<file path="config.mk">
export PLATFORM = sky130hd
export DESIGN_NAME = entrada_chaves_flat
export DESIGN_NICKNAME = d
export VERILOG_FILES = /design/src/rtl/entrada_pkg.sv /design/src/rtl/entrada_chaves_if.sv /design/src/rtl/entrada_chaves_filtro_tecla.sv /design/src/rtl/entrada_chaves.sv /design/src/flat_wrapper.sv
export SDC_FILE = /design/constraint.sdc
export NUM_CORES = 1
export LEC_CHECK = 0
export BUFFER_PORTS_ARGS = -buffer_cell sky130_fd_sc_hd__buf_2
export CORE_AREA = 2 2 81 64
export CTS_BUF_LIST = sky130_fd_sc_hd__clkbuf_4 sky130_fd_sc_hd__clkbuf_8
export DETAILED_ROUTE_END_ITERATION = 8
export DIE_AREA = 0 0 83 66
export GPL_TIMING_DRIVEN = 0
export PLACE_DENSITY = 0.66
export RECOVER_POWER = 100
export SYNTH_ARGS = -nofsm -noshare
export SYNTH_HDL_FRONTEND = slang
export SYNTH_SLANG_ARGS = --single-unit
</file>
<file path="constraint.sdc">
create_clock -name clk -period 2.8 [get_ports clk]
set_input_delay 0.42 -clock clk [delete_from_list [all_inputs] [get_ports clk]]
set_output_delay 0.42 -clock clk [all_outputs]
set_load 0.05 [all_outputs]
</file>
<file path="src/rtl/entrada_pkg.sv">
`default_nettype none
// +----------------------------------------------------------------------------+
// | entrada_pkg: shared FSM encoding and default sizes for entrada_chaves      |
// | Revision: 1.0                                                              |
// +----------------------------------------------------------------------------+
package entrada_pkg;

  typedef enum logic [1:0] {
    ST_IDLE     = 2'd0,
    ST_ARMED    = 2'd1,
    ST_VALID    = 2'd2,
    ST_WAIT_REL = 2'd3
  } state_t;

  localparam int c_DATA_W_DEF          = 16;
  localparam int c_DEBOUNCE_CYCLES_DEF = 1000000;
  localparam int c_CNT_W_DEF           = 20;

endpackage
`default_nettype wire

</file>
<file path="src/rtl/entrada_chaves_if.sv">
`default_nettype none
// +----------------------------------------------------------------------------+
// | entrada_chaves_if: four-phase read handshake between processor and input   |
// | Revision: 1.0                                                              |
// +----------------------------------------------------------------------------+
interface entrada_chaves_if
  import entrada_pkg::*;
#(
  parameter int DATA_W = c_DATA_W_DEF
) ();

  logic              rd_req;
  logic [DATA_W-1:0] rd_data;
  logic              rd_valid;
  logic [7:0]        rd_count;

  modport master (output rd_req, input rd_data, input rd_valid, input rd_count);
  modport slave  (input rd_req, output rd_data, output rd_valid, output rd_count);

endinterface
`default_nettype wire

</file>
<file path="src/rtl/entrada_chaves_filtro_tecla.sv">
`default_nettype none
// +----------------------------------------------------------------------------+
// | filtro_tecla: 2-flop synchronizer plus debouncer for one active-low key.   |
// | Debounce counter built only with ENTRADA_DEBOUNCE_EN. Revision: 1.0        |
// +----------------------------------------------------------------------------+
module filtro_tecla
  import entrada_pkg::*;
#(
  parameter int DEBOUNCE_CYCLES = c_DEBOUNCE_CYCLES_DEF,
  parameter int CNT_W           = c_CNT_W_DEF
) (
  input  wire  clk,
  input  wire  reset,
  input  wire  i_raw,
  output logic o_db
);

  logic r_meta;
  logic r_sync;
  logic r_db;

  if ((DEBOUNCE_CYCLES < 2) || (DEBOUNCE_CYCLES >= (1 << CNT_W))) begin : g_cfg_err
    $error("filtro_tecla: DEBOUNCE_CYCLES does not fit CNT_W");
  end

  always_ff @(posedge clk or negedge reset) begin
    if (!reset) begin
      r_meta <= 1'b1;
      r_sync <= 1'b1;
    end else begin
      r_meta <= i_raw;
      r_sync <= r_meta;
    end
  end

`ifdef ENTRADA_DEBOUNCE_EN
  logic [CNT_W-1:0] r_cnt;

  // Counter measures how long the synchronized key has disagreed with r_db.
  always_ff @(posedge clk or negedge reset) begin
    if (!reset) begin
      r_cnt <= '0;
      r_db  <= 1'b1;
    end else if (r_sync == r_db) begin
      r_cnt <= '0;
    end else if (r_cnt == CNT_W'(DEBOUNCE_CYCLES - 1)) begin
      r_cnt <= '0;
      r_db  <= r_sync;
    end else begin
      r_cnt <= r_cnt + 1'b1;
    end
  end
`else
  always_ff @(posedge clk or negedge reset) begin
    if (!reset) begin
      r_db <= 1'b1;
    end else begin
      r_db <= r_sync;
    end
  end
`endif

  assign o_db = r_db;

endmodule
`default_nettype wire

</file>
<file path="src/rtl/entrada_chaves.sv">
`default_nettype none
// +----------------------------------------------------------------------------+
// | entrada_chaves: synchronizes switches/key and hands one switch word per    |
// | key press to the processor. Option macro: ENTRADA_DEBOUNCE_EN. Rev: 1.0    |
// +----------------------------------------------------------------------------+
module entrada_chaves
  import entrada_pkg::*;
#(
  parameter int DATA_W          = c_DATA_W_DEF,
  parameter int DEBOUNCE_CYCLES = c_DEBOUNCE_CYCLES_DEF,
  parameter int CNT_W           = c_CNT_W_DEF
) (
  input  wire              clk,
  input  wire              reset,
  input  wire [DATA_W-1:0] switch,
  input  wire              ent,
  entrada_chaves_if.slave  bus
);

  logic [DATA_W-1:0] r_sw_meta;
  logic [DATA_W-1:0] r_sw_sync;
  logic              r_req_meta;
  logic              r_req_sync;
  state_t            r_state;
  logic              r_valid;
  logic [DATA_W-1:0] r_data;
  logic [7:0]        r_count;

  logic              w_key_db;
  state_t            w_state_next;
  logic              w_capture;

  filtro_tecla #(
    .DEBOUNCE_CYCLES (DEBOUNCE_CYCLES),
    .CNT_W           (CNT_W)
  ) u_filtro (
    .clk   (clk),
    .reset (reset),
    .i_raw (ent),
    .o_db  (w_key_db)
  );

  always_ff @(posedge clk or negedge reset) begin
    if (!reset) begin
      r_sw_meta  <= '0;
      r_sw_sync  <= '0;
      r_req_meta <= 1'b0;
      r_req_sync <= 1'b0;
    end else begin
      r_sw_meta  <= switch;
      r_sw_sync  <= r_sw_meta;
      r_req_meta <= bus.rd_req;
      r_req_sync <= r_req_meta;
    end
  end

  // A falling request in ARMED wins over a simultaneous press.
  always_comb begin
    w_state_next = r_state;
    w_capture    = 1'b0;
    case (r_state)
      ST_IDLE: begin
        if (r_req_sync && w_key_db) w_state_next = ST_ARMED;
      end
      ST_ARMED: begin
        if (!r_req_sync) begin
          w_state_next = ST_IDLE;
        end else if (!w_key_db) begin
          w_state_next = ST_VALID;
          w_capture    = 1'b1;
        end
      end
      ST_VALID: begin
        if (!r_req_sync) w_state_next = ST_WAIT_REL;
      end
      ST_WAIT_REL: begin
        if (w_key_db) w_state_next = ST_IDLE;
      end
      default: w_state_next = ST_IDLE;
    endcase
  end

  always_ff @(posedge clk or negedge reset) begin
    if (!reset) begin
      r_state <= ST_IDLE;
      r_valid <= 1'b0;
      r_data  <= '0;
      r_count <= 8'd0;
    end else begin
      r_state <= w_state_next;
      r_valid <= (w_state_next == ST_VALID);
      if (w_capture) begin
        r_data  <= r_sw_sync;
        r_count <= r_count + 8'd1;
      end
    end
  end

  assign bus.rd_data  = r_data;
  assign bus.rd_valid = r_valid;
  assign bus.rd_count = r_count;

endmodule
`default_nettype wire

</file>
<file path="src/flat_wrapper.sv">
// flat-port wrapper written by rule: the top's interface ports become plain ports
module entrada_chaves_flat import entrada_pkg::*;
#(
  parameter int DATA_W          = c_DATA_W_DEF,
  parameter int DEBOUNCE_CYCLES = c_DEBOUNCE_CYCLES_DEF,
  parameter int CNT_W           = c_CNT_W_DEF
)
  (clk, reset, switch, ent, bus_rd_req, bus_rd_data, bus_rd_valid, bus_rd_count);
  entrada_chaves_if #(.DATA_W(DATA_W)) bus_i ();
  input  wire clk;
  input  wire reset;
  input  wire [DATA_W-1:0] switch;
  input  wire ent;
  input wire logic [$bits(bus_i.rd_req)-1:0] bus_rd_req;
  output wire logic [$bits(bus_i.rd_data)-1:0] bus_rd_data;
  output wire logic [$bits(bus_i.rd_valid)-1:0] bus_rd_valid;
  output wire logic [$bits(bus_i.rd_count)-1:0] bus_rd_count;
  assign bus_i.rd_req = bus_rd_req;
  assign bus_rd_data = bus_i.rd_data;
  assign bus_rd_valid = bus_i.rd_valid;
  assign bus_rd_count = bus_i.rd_count;
  entrada_chaves #(.DATA_W(DATA_W), .DEBOUNCE_CYCLES(DEBOUNCE_CYCLES), .CNT_W(CNT_W)) u_core (.clk(clk), .reset(reset), .switch(switch), .ent(ent), .bus(bus_i));
endmodule
</file>
== Word level (Yosys, flattened, before mapping) ==
Cells that the tools add are included.

* Word-level logic and storage cells: 27
* Register bits after elaboration: 64
* Bits of input ports: 20
* Output and inout bits: 25

* Reductions and logical operators: 2
* Mux-type cells: 9
* Equality and inequality tests: 4
* Add/sub/neg operators: 1

{| class="wikitable"
|+ Operators with widths
! kind !! count
|-
| $mux 2 || 5
|-
| $add 8x1->8 const B || 1
|-
| $pmux 2 s4 || 1
|-
| $eq 2x2->1 const B || 3
|-
| $mux 1 || 3
|-
| $eq 2x1->1 const B || 1
|-
| $logic_not 2->1 || 1
|-
| $logic_and 1x1->1 || 1
|}

== Depth between registers and ports, before layout ==
* Depth after elaboration: 4
* Depth in mapped cells: 5
* Gate-level depth less buffers: 3

== Cells and area by module ==
A second synthesis with hierarchy kept.

* Cell total of the unflattened synthesis: 108
* Area, all modules: 2,075.7 um2

{| class="wikitable"
|+ Modules (own cells, without submodules)
! module !! cells each !! instances !! area an instance (um2) !! seq. area each (um2)
|-
| entrada_chaves || 105 || 1 || 1,996.9 || 1,526.5
|-
| filtro_tecla || 3 || 1 || 78.8 || 78.8
|}

== Worst setup path before layout ==
Ideal clock, no wire load.

* Path type: flip-flop to flip-flop
* From: register u_core.r_count[0], in the netlist u_core.bus.rd_count[0]
* To: register u_core.r_count[6], in the netlist u_core.bus.rd_count[6]
* Cell stages (with the launch flop): 4
* Path slack: 1.394 ns
* Clock period less this slack: 1.406 ns
* Path buffers: 0
* Data required time: 2.659 ns
* Arrival time: 1.265 ns
* Setup time: 0.141 ns
* Path through: dfrtp_1 > ha_1 > nand4_1 > xnor2_1

* Word-level cells in the longest chain between the ends: 1

{| class="wikitable"
|+ Ends and longest elaborated chain
! element !! line !! RTL
|-
| from (decl) || entrada_chaves.sv:27 || <nowiki>logic [7:0] r_count;</nowiki>
|-
| from (signal assigned) || entrada_chaves.sv:94 || <nowiki>r_count <= r_count + 8'd1;</nowiki>
|-
| $add 8x1->8 || entrada_chaves.sv:94 ||
|}

Every way passes these cells.
A chain may end at the register's enable or synchronous reset.

== Worst setup path in the final report ==
* From: register u_core.u_filtro.r_db, in the netlist u_core.u_filtro.o_db
* To: register u_core.r_count[1], in the netlist u_core.bus.rd_count[1]

* Word-level cells in the longest chain between the ends: 3

{| class="wikitable"
|+ Ends and longest elaborated chain
! element !! line !! RTL
|-
| from (decl) || entrada_chaves_filtro_tecla.sv:20 || <nowiki>logic r_db;</nowiki>
|-
| from (signal assigned) || entrada_chaves_filtro_tecla.sv:58 || <nowiki>r_db <= r_sync;</nowiki>
|-
| $mux 1 || entrada_chaves.sv:68 || <nowiki>end else if (!w_key_db) begin</nowiki>
|-
| $mux 1 || entrada_chaves.sv:66 || <nowiki>if (!r_req_sync) begin</nowiki>
|-
| $mux 1 || entrada_chaves.sv:61 || <nowiki>case (r_state)</nowiki>
|}

Every way passes these cells.

==> results.json <==
{
  "grt_pass1_wl_mm": 5.264,
  "crit_cells": 5,
  "criticalPathCategory": "reg -> reg",
  "io_pins": 45,
  "pwr-share-clk_pct": 28.4,
  "cpPeakStageDelay_ns": 0.57,
  "post_cts_buffers": 0,
  "vias_per_cell": 4.510,
  "layout_commonest_cell": "dfrtp_1",
  "max-cap-violations": 1,
  "ys_ff_latch": 64,
  "clkTransAtPathRegs_ns": 0.07,
  "start_util_pct": 43.35,
  "synthCells": 143,
  "final_cell_mix": "dfrtp_1, nand2_1, clkbuf_1",
  "power_mw": 2.806,
  "met1_usage_pct": 14.90,
  "worstSetupEndpointType": "flip-flop",
  "worst_slew_pin_slew_ns": 1.506,
  "dieHeight_um": 66,
  "cts_hold_buf": 0,
  "grt_use_met3_pct": 8.989,
  "cts_tree": "done",
  "power_density_nw_per_um2": 1128,
  "numPortBuffers": 44,
  "cts_buffer_depth": 2,
  "cp.required_ns": 3.06,
  "seq_area_um2": 1605,
  "internal_power_mw": 1.726,
  "dp_hpwl_mm": 1.973,
  "dr.pass1.iters": 4,
  "crit_chain": "nand4bb_1 > clkbuf_1 > clkbuf_1 > nand2_1 > nand2_1",
  "hp-class": "in -> reg",
  "avgRoutedWirePerCell_um": 11.74,
  "netlist.area_leader.share_pct": 74.80,
  "num_rows": 22,
  "timing.final.crit_share_pct": 62.10,
  "cts-root-buf": "clkbuf_8",
  "gp_congestion": 0.6714,
  "power_leakage_nw": 1.208,
  "area_growth_pct": 21.95,
  "synth_fp_nets": 164,
  "critPathTopFamily": "buffers and inverters",
  "cp.arrival_ns": 2.00,
  "syn_area_um2": 2041,
  "synth_warnings": 0,
  "core_area_um2": 4707,
  "cts_buffers": 9,
  "cts.sinks": 64,
  "final_layout_size_suffix_gt1_share_pct": 19.21,
  "postCtsResizedCells": 0,
  "grtUsageMet2_pct": 20.46,
  "grt_max_degree": 65,
  "slew_headroom_pct": -0.4205,
  "busiest_layer": "met2",
  "worstSkewPairLatency_ns": 0.33,
  "status": "complete, but fails checks",
  "drc": 0,
  "dieWidth_um": 83,
  "setup_viol": 0,
  "dieArea_um2": 5478,
  "share_comb_of_total_power_pct": 28.3,
  "power_switching_mw": 1.080,
  "synth_area_leaders": "dfrtp_1, nand2_1, dfstp_2",
  "fin_nets": 219,
  "multiInputGateArea_um2": 394.1,
  "wl_mm": 3.087,
  "htree_levels": 3,
  "grt.overflow.total": 0,
  "fill_cells": 417,
  "seqPwrFrac_pct": 43.4,
  "avgSynthCellArea_um2": 14.27,
  "antenna_found_initial": 0,
  "synth_top_cell_by_area": "dfrtp_1",
  "rsz0062_at_grt": "no",
  "ant_nets": 0,
  "path_buf_inv": 2,
  "diodes": 0,
  "crit_fanout": 10,
  "reg2reg_depth": 5,
  "finalClockSkew_ns": 0.007457,
  "vias": 1186,
  "worstSetupStartpointType": "flip-flop",
  "fin_setup_tns_ns": 0,
  "critPathSlowestCell": "dfstp_1",
  "dr.first_iter.drc_count": 40,
  "violations": "capacitance limit, slew limit",
  "period_minus_slack_ns": 1.739,
  "track_usage_pct": 13.26,
  "synth_cell_type_count": 19,
  "drv_slew": 64,
  "grt_pass1_vias": 1136,
  "finalHoldViolCount": 0,
  "max_freq_mhz": 575.1,
  "p_sw_share_pct": 38.49,
  "seq_area_frac_synth_pct": 78.66,
  "hold_depth": 1,
  "worst_ir_drop_vdd_mv": 0.4893
}
## cell usage after synthesis
| cell type | count |
|---|---|
| dfrtp_1 | 61 |
| nand2_1 | 52 |
| xnor2_1 | 6 |
| buf_2 | 3 |
| dfstp_2 | 3 |
| nand4_1 | 3 |
| a21oi_1 | 2 |
| nor2b_1 | 2 |
| a22o_1 | 1 |
| and3_1 | 1 |
| and4_1 | 1 |
| and4bb_4 | 1 |
| buf_8 | 1 |
| ha_1 | 1 |
| mux2i_1 | 1 |
| nand3_1 | 1 |
| nand4_4 | 1 |
| nand4bb_1 | 1 |
| xnor2_2 | 1 |
## final timing paths
| check | endpoint | startpoint | slack, ns |
|---|---|---|---|
| max | u_core.bus.rd_count[1] | u_core.u_filtro.o_db | 1.06 |
| min in group asynchronous | u_core.bus.rd_data[7] | reset | 0.46 |
| min reg2reg | u_core.r_sw_sync[9] | u_core.r_sw_meta[9] | 0.35 |
| min | u_core.r_sw_meta[13] | switch[13] | 0.19 |
| max reg2reg | u_core.bus.rd_count[1] | u_core.u_filtro.o_db | 1.06 |
| max in group asynchronous | u_core.bus.rd_count[7] | reset | 1.44 |
## per-layer routing
| layer | part of all wire (%) | up-vias |
|---|---|---|
| li1 | - | 564 |
| met1 | 45 | 587 |
| met2 | 48 | 33 |
| met3 | 7.3 | 2 |
| met4 | 0.39 | 0 |
| met5 | 0 | - |
## state kept, by name (all words and copies together), names as in the netlist
register                flops
u_core.bus.rd_count         8
u_core.bus.rd_data         16
u_core.bus.rd_valid         1
u_core.r_req_meta           1
u_core.r_req_sync           1
u_core.r_state              2
u_core.r_sw_meta           16
u_core.r_sw_sync           16
u_core.u_filtro.o_db        1
u_core.u_filtro.r_meta      1
u_core.u_filtro.r_sync      1
## cell type report
class,count,area share [%]
buffer,4,0.6536
timing repair buffer,44,7.592
multi-input combinational,75,15.84
clock buffer,13,6.687
sequential,64,64.50
clock inverter,3,1.709
tap,60,3.017
## power by group through the flow
stage,logic [mW],clock network (mW),registers [mW]
floorplan,0.176,0,1.68
global placement,0.839,0,1.23
detailed placement,0.852,0,1.23
CTS,0.851,0.823,1.22
global route,0.846,0.877,1.24
finish,0.793,0.796,1.22
## cell families after synthesis
family,synth area share [%]
and+or+nand+nor,14.47
buffers and inverters,1.471
DFF,78.66
muxes,0.4905
adders and majority gates,0.6130
xor gates and xnor gates,3.372
AOI/OAI and AO/OA,0.9198
## per-stage QoR
step           std cells  hold slack, ns  setup slack, ns  cell area (um2)  util [%]
6_report             263          0.1922            1.061             2489     52.87
5_1_grt              263          0.1550           0.8743             2489     52.87
4_1_cts              263          0.1705            1.272             2545     54.07
3_5_place_dp         247          0.3347            1.123             2336     49.63
3_3_place_gp         247          0.3318            1.145             2336     49.63
2_1_floorplan        143          0.1244            1.394             2041         -
Power figures use the tool's default switching activity.
